$ cat config.mk
export PLATFORM = sky130hd
export DESIGN_NAME = mem_arbiter
export DESIGN_NICKNAME = d
export VERILOG_FILES = /design/src/rtl/mem_arbiter.sv
export SDC_FILE = /design/constraint.sdc
export NUM_CORES = 1
export LEC_CHECK = 0
export BUFFER_PORTS_ARGS = -buffer_cell sky130_fd_sc_hd__buf_2
export CORE_AREA = 2 2 87 89
export DETAILED_ROUTE_END_ITERATION = 7
export DIE_AREA = 0 0 89 91
export PLACE_DENSITY = 0.62
export SLEW_MARGIN = 15
export SYNTH_ARGS = -nofsm -noshare
export SYNTH_HDL_FRONTEND = slang
export SYNTH_SLANG_ARGS = --single-unit
$ cat constraint.sdc
create_clock -name clk -period 1.2 [get_ports clk]
set_input_delay 0.06 -clock clk [delete_from_list [all_inputs] [get_ports clk]]
set_output_delay 0.06 -clock clk [all_outputs]
set_load 0.01 [all_outputs]
$ cat src/rtl/mem_arbiter.sv
// mem_arbiter: round-robin arbiter sharing one single-port RAM between N_PORTS requesters.
// Define MEM_ARB_FIXED_PRIO_EN to make the lowest-index pending port always win.
module mem_arbiter #(
  parameter int DATA_W  = 32,
  parameter int ADDR_W  = 16,
  parameter int N_PORTS = 2
) (
  input  logic                          clk,
  input  logic                          rst,
  input  logic [N_PORTS-1:0]            req_read,
  input  logic [N_PORTS-1:0]            req_write,
  input  logic [N_PORTS*ADDR_W-1:0]     req_addr,
  input  logic [N_PORTS*DATA_W-1:0]     req_data_w,
  output logic [DATA_W-1:0]             req_data_r,
  output logic [N_PORTS-1:0]            req_wait,
  output logic                          mem_en,
  output logic [ADDR_W-1:0]             mem_addr,
  output logic [DATA_W-1:0]             mem_data_w,
  output logic                          mem_read,
  output logic                          mem_write,
  input  logic [DATA_W-1:0]             mem_data_r,
  input  logic                          mem_wait,
  output logic                          grant_valid,
  output logic [(N_PORTS>1 ? $clog2(N_PORTS) : 1)-1:0] grant_idx
);
  localparam int GRANT_W = N_PORTS > 1 ? $clog2(N_PORTS) : 1;
  localparam logic IDLE = 1'b0;
  localparam logic BUSY = 1'b1;
  logic               state;
  logic [N_PORTS-1:0] pending;
  logic [GRANT_W-1:0] winner;
  logic               busy, g_read, g_write;
  assign pending     = req_read | req_write;
  assign busy        = state == BUSY;
  assign g_read      = req_read[grant_idx];
  assign g_write     = req_write[grant_idx];
  assign grant_valid = busy;
  assign req_data_r  = mem_data_r;
  assign mem_en      = busy & (g_read | g_write);
  assign mem_read    = busy & g_read;
  assign mem_write   = busy & g_write;
  assign mem_addr    = busy ? req_addr[int'(grant_idx)*ADDR_W +: ADDR_W] : '0;
  assign mem_data_w  = busy ? req_data_w[int'(grant_idx)*DATA_W +: DATA_W] : '0;
  always_comb begin
    winner = grant_idx;
`ifdef MEM_ARB_FIXED_PRIO_EN
    for (int i = N_PORTS - 1; i >= 0; i--)
      if (pending[i]) winner = GRANT_W'(i);
`else
    // descending scan so the nearest port after the last grant wins
    for (int k = N_PORTS; k >= 1; k--)
      if (pending[(int'(grant_idx) + k) % N_PORTS]) winner = GRANT_W'((int'(grant_idx) + k) % N_PORTS);
`endif
  end
  always_comb begin
    req_wait = pending;
    if (busy) req_wait[grant_idx] = g_read & mem_wait;
  end
  // a write-only or dropped request always ends the access; a read ends when the RAM releases wait
  always_ff @(posedge clk) begin
    if (rst) begin
      state     <= IDLE;
      grant_idx <= GRANT_W'(N_PORTS - 1);
    end else if (!busy) begin
      if (|pending) begin
        state     <= BUSY;
        grant_idx <= winner;
      end
    end else if (!g_read || !mem_wait) begin
      state <= IDLE;
    end
  end
endmodule

==> out/metrics.csv, run 1 <==
stage;metric;value;unit
flow_run;max-cap violation count;0;
floorplan;Die Ht;91;um
synthesis;post-synth cell types;19;
sta;Hold Fails Final Rpt;0;
routing;Final Routed Wirelength;4.62;mm
synthesis;Synth area leader;mux2i_1;
routing;antenna-violating nets left;0;
synthesis;syn nets;296;
setup_path;Reg2Reg Depth;3;
synthesis;Seq/Total Area, Yosys;3.13;%
place;gpl congestion;0.630;
setup_path;Reg-to-Reg Start;grant_idx;
setup_path;Setup Crit Path Kind;flop to output pin;
routing;DRC errors left;0;
setup_path;Critical Path Source Type;flop;
synthesis;yosys synthesis warning count;0;
global_route;GRT Total Usage;9.49;%
min_path;Hold/Removal Path Class;input port to flop;
routing;wire per inst;12.0;um
place;Buffers on Ports;157;
sta;RSZ-0062 raised after global routing;yes;
power;Leak;1.30;nW
synthesis;synth top area cells;mux2i_1, nor2b_1, buf_4;
sta;Slew @ Worst Pin;290;ps
global_route;first-pass GRT wire length;6.09;mm
global_route;initial antenna violation count;0;
sta;fmax;758;MHz
power;Power Density;671;nW/um^2
setup_path;Data arrival, critical path;1260;ps
setup_path;WP data required;1140;ps
cells_and_area;Fill cells;817;
routing;Pre-Repair DR Iteration Count;4;
sta;Rel. slew slack;80.1;%
place;DP HPWL;3.80;mm
place;pre-CTS setup slack;77.7;ps
setup_path;critical path endpoint category;output pin;
cells_and_area;Final Net Count;422;
clock_tree;htree depth;1;
sta;fin crit period;1320;ps
sta;Slew Limit Fails;0;
synthesis;post-synth top area share;39.2;%
sta;clock skew;0.910;ps
clock_tree;CTS Root Cell;clkbuf_8;
synthesis;cells after synthesis;161;
routing;initial drt markers;19;
global_route;vias in the first global route;1400;
cells_and_area;share of cells above drive strength 1;61.4;%
sta;setup violators final;51;
floorplan;die area;8100;sq um
synthesis;register bit total from synthesis;2;
global_route;pin count of the biggest net entering global routing;36;
outcome;failing checks;negative setup slack;
outcome;status;finished, violations left;
cells_and_area;antenna cells;0;
synthesis;Mean Syn Cell Area;7.93;sq um
power;worst vdd ir;281;uV
place;DP Area;1930;sq um
clock_tree;clock transition at the registers of the reported paths;30;ps
cells_and_area;Util after Layout;28.5;%
floorplan;Core Area;7140;sq um
clock_tree;Num CTS Buffers;3;
global_route;total congestion overflow;0;
clock_tree;clock tree buffer depth;2;
routing;via count;1567;
sta;fin crit share;110;%
floorplan;cell row count;31;
clock_tree;Sink Count;2;
cells_and_area;Design Area, Final;2040;sq um
setup_path;Critical R2R Capture;grant_idx;
sta;Worst Setup Slack, final;-119;ps
floorplan;die width;89;um
clock_tree;post-CTS setup buffers;0;
sta;hold_ws;70.5;ps
clock_tree;clk_lat worst skew;210;ps
routing;routed vias/inst;4.08;
synthesis;synthesized cell area;1280;sq um
clock_tree;CTS Hold Bufs;0;
setup_path;R2R Setup Slk;160;ps
min_path;Worst Hold Depth;2;
floorplan;initial core utilization;17.9;%
setup_path;worst-path maximum fanout;6;
min_path;hold path startpoint;rst;
clock_tree;CTS tree;yes;
min_path;Endpoint, Worst Hold;grant_idx;
cells_and_area;Area growth syn-to-layout;59.5;%
floorplan;io pins;222;
[synthesized netlist by cell type]
cell type,count
inv_1,1
or2_2,1
nand3b_1,1
buf_4,32
buf_2,1
nor4_1,1
a221o_1,1
a31oi_1,2
nor2b_1,50
buf_8,1
buf_6,5
nand2_1,2
a21boi_0,1
nor2_1,3
clkbuf_1,5
o21bai_1,1
o32ai_1,1
dfxtp_1,2
mux2i_1,50
[power by group]
group	total, W	switching, W	leakage (nW)	internal [W]
logic	0.00100	0.000448	1.26	0.000551
clock network	0.000268	0.0000559	0.0216	0.000212
registers	0.0000993	0.0000222	0.0171	0.0000771
[cell usage in the layout, fill, tap and decap left out, drive strengths merged]
cell type    n
a21boi       1
a31oi        2
dfxtp        2
o32ai        1
nand2        2
mux2i       50
buf        165
nor4         1
a221o        1
nand3b       1
nor2b       50
nor2         3
inv          1
or2          1
o21bai       1
clkbuf       3
[layout make-up]
type	instances	area, sq um	area share, %
sequential	2	45.0	2.21
inverter	1	3.75	0.184
tap	99	124	6.08
clock buffer	3	41.3	2.03
multi-input combinational	114	916	45.0
timing repair buffer	165	907	44.5
[cell families (layout without fill, tap and decap cells)]
| logic type | Yosys count | after routing | share of synthesized area (%) |
|---|---|---|---|
| AO/OA/AOI/OAI | 6 | 6 | 3.62 |
| buffers and inverters | 45 | 169 | 26.5 |
| flip-flops | 2 | 2 | 3.13 |
| multiplexers | 50 | 50 | 39.2 |
| AND/OR/NAND/NOR | 58 | 58 | 27.5 |
[layer usage]
| metal | vias up | track usage [%] | part of all wire, % |
|---|---|---|---|
| met5 | - | 0 | 0 |
| met4 | 0 | 3.23 | 2.0 |
| met3 | 14 | 3.09 | 12 |
| met2 | 116 | 19.2 | 52 |
| met1 | 684 | 8.28 | 34 |
| li1 | 753 | - | - |
[sequential cells by signal, summed over array words and instances (netlist names)]
signal,count
grant_valid,1
grant_idx,1
[worst max-delay path by stage]
stage | from | end | slack [ps] | cells past startpoint
2_1_floorplan | grant_idx | grant_idx | 80 | 4
3_3_place_gp | grant_idx | mem_data_w[3] | 80 | 4
3_5_place_dp | grant_idx | mem_data_w[3] | 80 | 4
4_1_cts | grant_idx | mem_en | -120 | 4
5_1_grt | grant_idx | mem_en | -180 | 4
6_report | grant_idx | mem_en | -120 | 4
[stage by stage]
step	cells	TNS, ps	power (W)
6_report	384	-3010	0.00137
2_1_floorplan	161	0	0.000771
5_1_grt	384	-6620	0.00148
3_5_place_dp	380	0	0.00105
3_3_place_gp	380	0	0.00103
4_1_cts	384	-3870	0.00137
[critical path: stages, from the launching register on]
cell and delay, ps:
dfxtp_4 420, buf_4 160, mux2i_1 210, a21boi_0 100
buf_2 160
[timing repair]
action                     in CTS  in global routing
gates cloned                    1                  0
setup endpoints to repair      50                 53
gates resized for setup         3                  8
Power figures use the tool's default switching activity.
==> run 2: changes to the inputs <==
CTS_CLUSTER_DIAMETER = 50   (was not set)
REMOVE_ABC_BUFFERS = 1   (was not set)
==> run 2 against run 1 <==
Compared with the run above:
- the run still ends with negative setup slack left
- combinational power grew 17%
- largest power group unchanged
- via count increased by 3.4%
- sequential power shrank 6.5%
- worst setup slack worse by 29 ps
- critical path depth rose by 1
- fmax fell by 2.2%
- flip-flop and latch count is the same
- critical endpoint is now mem_addr[8]
- wire length is 38% higher
- count of clock-buffer cells in the layout is 1 higher
- die area unchanged
==> out/metrics.csv, run 2 (synthesis results as in run 1) <==
stage;metric;value;unit
place;DP HPWL;4.96;mm
min_path;Worst Hold Depth;2;
place;DP Cell Count;379;
cells_and_area;share of cells above drive strength 1;62.5;%
setup_path;Crit-path slowest cell;dfxtp_4;
outcome;status;finished, violations left;
power;worst vdd ir;502;uV
floorplan;initial core utilization;17.9;%
clock_tree;clk_lat worst skew;220;ps
sta;fin crit period;1350;ps
clock_tree;Sink Count;2;
floorplan;Die Ht;91;um
cells_and_area;final cell count without fillers;392;
setup_path;worst-path maximum fanout;5;
cells_and_area;most frequent cells in the layout;buf_2, nor2b_1, mux2i_1;
power;Clk pwr share;18.4;%
min_path;Hold/Removal Path Class;input port to flop;
clock_tree;Num CTS Buffers;3;
min_path;hold path startpoint;rst;
place;Buffers on Ports;157;
clock_tree;CTS Root Cell;clkbuf_8;
global_route;initial antenna violation count;1;
sta;clock skew;5.43;ps
cells_and_area;Fill cells;796;
cells_and_area;Area growth syn-to-layout;74.1;%
place;pre-CTS setup slack;65.5;ps
routing;DRC errors left;0;
sta;setup violators final;50;
clock_tree;clock transition at the registers of the reported paths;30;ps
cells_and_area;FF/Latch Area;43.8;sq um
setup_path;Setup Crit Path Kind;flop to output pin;
cells_and_area;Final Net Count;429;
routing;initial drt markers;13;
setup_path;Reg-to-Reg Start;grant_idx;
power;Psw;0.000575;W
sta;Slew @ Worst Pin;222;ps
power;Logic pwr share;75.6;%
sta;RSZ-0062 raised after global routing;yes;
setup_path;Data arrival, critical path;1290;ps
power;Final Total Pwr;0.00155;W
floorplan;cell row count;31;
routing;via count;1620;
clock_tree;clock tree buffer depth;2;
sta;Rel. slew slack;84.9;%
setup_path;Max stage delay on crit path;380;ps
sta;fin crit share;112;%
place;gpl congestion;0.617;
setup_path;Reg2Reg Depth;4;
global_route;GRT Total Usage;12.4;%
floorplan;die area;8100;sq um
outcome;failing checks;negative setup slack;
sta;hold_ws;71.0;ps
power;Power Density;697;nW/um^2
clock_tree;CTS tree;yes;
global_route;first-pass GRT wire length;7.39;mm
sta;Worst Setup Slack, final;-148;ps
setup_path;Critical Path, Cell by Cell;buf_12 -> clkbuf_16 -> mux2i_1 -> nor2b_1 -> buf_2;
routing;Pre-Repair DR Iteration Count;6;
power;Leak;1.38;nW
cells_and_area;most common cell after layout, fill and taps aside;buf_2;
floorplan;die width;89;um
cells_and_area;Multi-input gate area;941;sq um
setup_path;R2R Setup Slk;120;ps
routing;wire per inst;16.2;um
routing;Final Routed Wirelength;6.35;mm
setup_path;WP data required;1140;ps
setup_path;kind of cell adding the most delay to the critical path;buffers and inverters;
clock_tree;htree depth;1;
sta;fmax;742;MHz
setup_path;Critical Path Source Type;flop;
power;part of the power in registers;6.0;%
cells_and_area;antenna cells;0;
global_route;total congestion overflow;0;
sta;Slew Limit Fails;0;
global_route;pin count of the biggest net entering global routing;36;
power;Sw Ratio;37.1;%
floorplan;Core Area;7140;sq um
global_route;vias in the first global route;1420;
setup_path;WP buf/inv;3;
routing;routed vias/inst;4.13;
setup_path;critical path endpoint category;output pin;
routing;antenna-violating nets left;0;
power;Int Pwr;0.000976;W
clock_tree;CTS Hold Bufs;0;
floorplan;io pins;222;
min_path;Endpoint, Worst Hold;grant_idx;
setup_path;Critical R2R Capture;grant_idx;
sta;Hold Fails Final Rpt;0;
flow_run;max-cap violation count;0;
[run 2: changes by cell type in the layout (fill, tap and decap cells not counted), sizes merged]
cell | before | now
buf | 165 | 168
clkbuf | 3 | 8
[run 2: final cells by class]
class,count,area share [%]
clock buffers,4,2.02
inverters,1,0.169
multi-input cells,114,42.3
flip-flops and latches,2,1.97
well taps,99,5.57
repair buffers,172,48.0
[run 2: power by group through the flow]
| stage | clock [W] | sequential (W) | combinational [W] |
|---|---|---|---|
| 2_1_floorplan | 0 | 0.000185 | 0.000442 |
| 3_3_place_gp | 0 | 0.0000923 | 0.000948 |
| 3_5_place_dp | 0 | 0.0000937 | 0.000963 |
| 4_1_cts | 0.000289 | 0.0000964 | 0.00102 |
| 5_1_grt | 0.000303 | 0.0000942 | 0.00126 |
| 6_report | 0.000285 | 0.0000928 | 0.00117 |
[run 2: worst max path at each step]
| stage | from | endpoint | depth (start not counted) |
|---|---|---|---|
| after floorplan | grant_idx | mem_en | 2 |
| after global placement | grant_idx | mem_en | 4 |
| after detailed placement | grant_idx | mem_en | 4 |
| after CTS | grant_idx | mem_addr[10] | 4 |
| after global routing | grant_idx | mem_addr[10] | 5 |
| final | grant_idx | mem_addr[8] | 5 |
[run 2: repair_timing]
action                                  in CTS  in global routing
cloned                                       1                  5
endpoints found under the setup margin      51                 53
hold endpoints to repair                     0                  0
setup buffers                                1                  3
resized for setup                            3                 15
pin swaps                                    0                  0
[run 2: per-stage QoR]
step	TNS [ps]	util, %	instance area, sq um
6_report	-5020	31.2	2220
5_1_grt	-7930	31.2	2220
2_1_floorplan	-71590	-	942
3_3_place_gp	0	27.2	1940
3_5_place_dp	0	27.2	1940
4_1_cts	-4290	28.6	2040
[run 2: routing by layer]
| metal | up-vias | track usage, % | wire, um |
|---|---|---|---|
| met5 | - | 6.29 | 54 |
| met4 | 4 | 1.49 | 21 |
| met3 | 7 | 14.4 | 1460 |
| met2 | 160 | 17.8 | 2580 |
| met1 | 678 | 11.6 | 2240 |
| li1 | 771 | - | - |
==> run 3: changes to the inputs <==
GPL_TIMING_DRIVEN = 0   (was not set)
PLACE_DENSITY = 0.67   (was 0.62)
==> run 3 against run 2 <==
Compared with the run above:
- the run still ends with negative setup slack left
- final cell count is 0.77% higher
- worst hold slack improved by 6.3 ps
- via count grew 0.37%
- register-to-register slack got worse by 50 ps
- critical path depth unchanged
- utilization fell by 1.1 points
- critical endpoint is now mem_data_w[0]
==> out/metrics.csv, run 3 (synthesis results as in run 1) <==
stage;metric;value;unit
outcome;status;finished, violations left;
outcome;failing checks;negative setup slack;
global_route;total congestion overflow;0;
routing;M1 wire length;2.25;mm
clock_tree;CTS tree;yes;
floorplan;die width;89;um
routing;wire per inst;14.7;um
global_route;pin count of the biggest net entering global routing;30;
routing;initial drt markers;25;
sta;fmax;749;MHz
setup_path;Reg-to-Reg Start;grant_valid;
clock_tree;clock transition at the registers of the reported paths;30;ps
power;Leak;1.36;nW
floorplan;cell row count;31;
routing;via count;1626;
floorplan;initial core utilization;17.9;%
clock_tree;clock tree buffer depth;2;
sta;clock skew;4.64;ps
clock_tree;htree depth;1;
setup_path;Setup Crit Path Kind;flop to output pin;
power;Final Total Pwr;0.00148;W
floorplan;io pins;222;
cells_and_area;Final Net Count;432;
place;pre-CTS setup slack;-359;ps
sta;RSZ-0062 raised after global routing;yes;
setup_path;Data arrival, critical path;1280;ps
floorplan;die area;8100;sq um
cells_and_area;most frequent cells in the layout;buf_2, nor2b_1, mux2i_1;
sta;Rel. slew slack;83.6;%
floorplan;Die Ht;91;um
global_route;GRT Total Usage;12.9;%
sta;Worst Setup Slack, final;-136;ps
sta;Hold Fails Final Rpt;0;
clock_tree;Num CTS Buffers;3;
cells_and_area;Fill cells;801;
routing;Pre-Repair DR Iteration Count;3;
routing;met2 WL;2.61;mm
cells_and_area;final cell count without fillers;395;
sta;setup_tns;-3370;ps
routing;antenna-violating nets left;0;
global_route;vias in the first global route;1507;
setup_path;Reg2Reg Depth;3;
routing;Top Metal Used;met4;
place;DP Area;1880;sq um
power;part of the power in registers;6.5;%
place;DP Cell Count;374;
cells_and_area;share of cells above drive strength 1;62.2;%
place;gpl congestion;0.742;
routing;routed vias/inst;4.12;
setup_path;Critical R2R Capture;grant_idx;
global_route;first-pass GRT wire length;7.65;mm
cells_and_area;Design Area, Final;2150;sq um
clock_tree;CTS Root Cell;clkbuf_8;
sta;Slew Limit Fails;0;
power;worst vdd ir;355;uV
flow_run;max-cap violation count;0;
power;Sw Ratio;37.8;%
setup_path;critical path endpoint category;output pin;
routing;DRC errors left;0;
power;Psw;0.000560;W
place;Buffers on Ports;157;
routing;Final Routed Wirelength;5.80;mm
cells_and_area;antenna cells;0;
power;Int Pwr;0.000922;W
power;Power Density;690;nW/um^2
sta;fin crit period;1340;ps
min_path;Hold/Removal Path Class;input port to flop;
sta;Slew @ Worst Pin;244;ps
setup_path;WP data required;1140;ps
power;Logic pwr share;74.5;%
min_path;hold path startpoint;rst;
min_path;Worst Hold Depth;2;
setup_path;worst-path maximum fanout;7;
setup_path;Critical Path Source Type;flop;
floorplan;Core Area;7140;sq um
min_path;Endpoint, Worst Hold;grant_idx;
sta;setup violators final;50;
clock_tree;Sink Count;2;
routing;met3 wire len;904;um
cells_and_area;most common cell after layout, fill and taps aside;buf_2;
global_route;initial antenna violation count;0;
clock_tree;clk_lat worst skew;210;ps
setup_path;R2R Setup Slk;70;ps
cells_and_area;Area growth syn-to-layout;68.1;%
sta;fin crit share;111;%
power;Clk pwr share;19.0;%
## run 3: cell types whose count changed in the layout (fill, tap and decap cells not counted), sizes merged
cell,delta
buf,+6
clkbuf,-3
## run 3: power by group through the flow
stage | clock network [W] | registers, W | logic [W]
CTS | 0.000295 | 0.0000958 | 0.00109
detailed placement | 0 | 0.000174 | 0.000828
global route | 0.000312 | 0.0000971 | 0.00121
global placement | 0 | 0.000215 | 0.000789
finish | 0.000282 | 0.0000962 | 0.00110
floorplan | 0 | 0.000185 | 0.000442
## run 3: through the flow
step	hold WS, ps	utilization (%)
after global routing	87.2	30.1
after detailed placement	120	26.3
final	77.3	30.1
after global placement	120	25.9
after floorplan	120	-
after CTS	69.0	29.6
## run 3: layout make-up
class,instances,area [sq um],share of cell area [%]
clock buffers,4,45.0,2.10
repair buffers,175,1010,47.0
inverters,1,3.75,0.175
well taps,99,124,5.77
multi-input cells,114,918,42.8
flip-flops and latches,2,47.5,2.21
## run 3: routing by layer
layer  up-vias  global-route usage [%]
met4         0                    2.61
met2       151                    21.1
li1        776                       -
met1       697                    14.5
met3         2                    7.36
met5         -                       0
## run 3: worst max path at each step
stage                          to  slack (ps)       from
detailed placement         mem_en        -360  grant_idx
global route        mem_data_w[0]        -200  grant_idx
finish              mem_data_w[0]        -140  grant_idx
floorplan                  mem_en       -1530  grant_idx
global placement           mem_en       -1960  grant_idx
CTS                 mem_data_w[0]        -140  grant_idx
## run 3: critical path, stage by stage, from the launching register on
cell	delay, ps
dfxtp_4	390
buf_12	140
buf_12	130
mux2i_1	210
nor2b_1	60
buf_2	140
## run 3: what timing repair did
item                       in CTS  in global routing
gates cloned                    1                  1
resized for setup               7                  3
setup buffers                  13                  3
hold buffers                    0                  0
setup endpoints to repair      56                 54
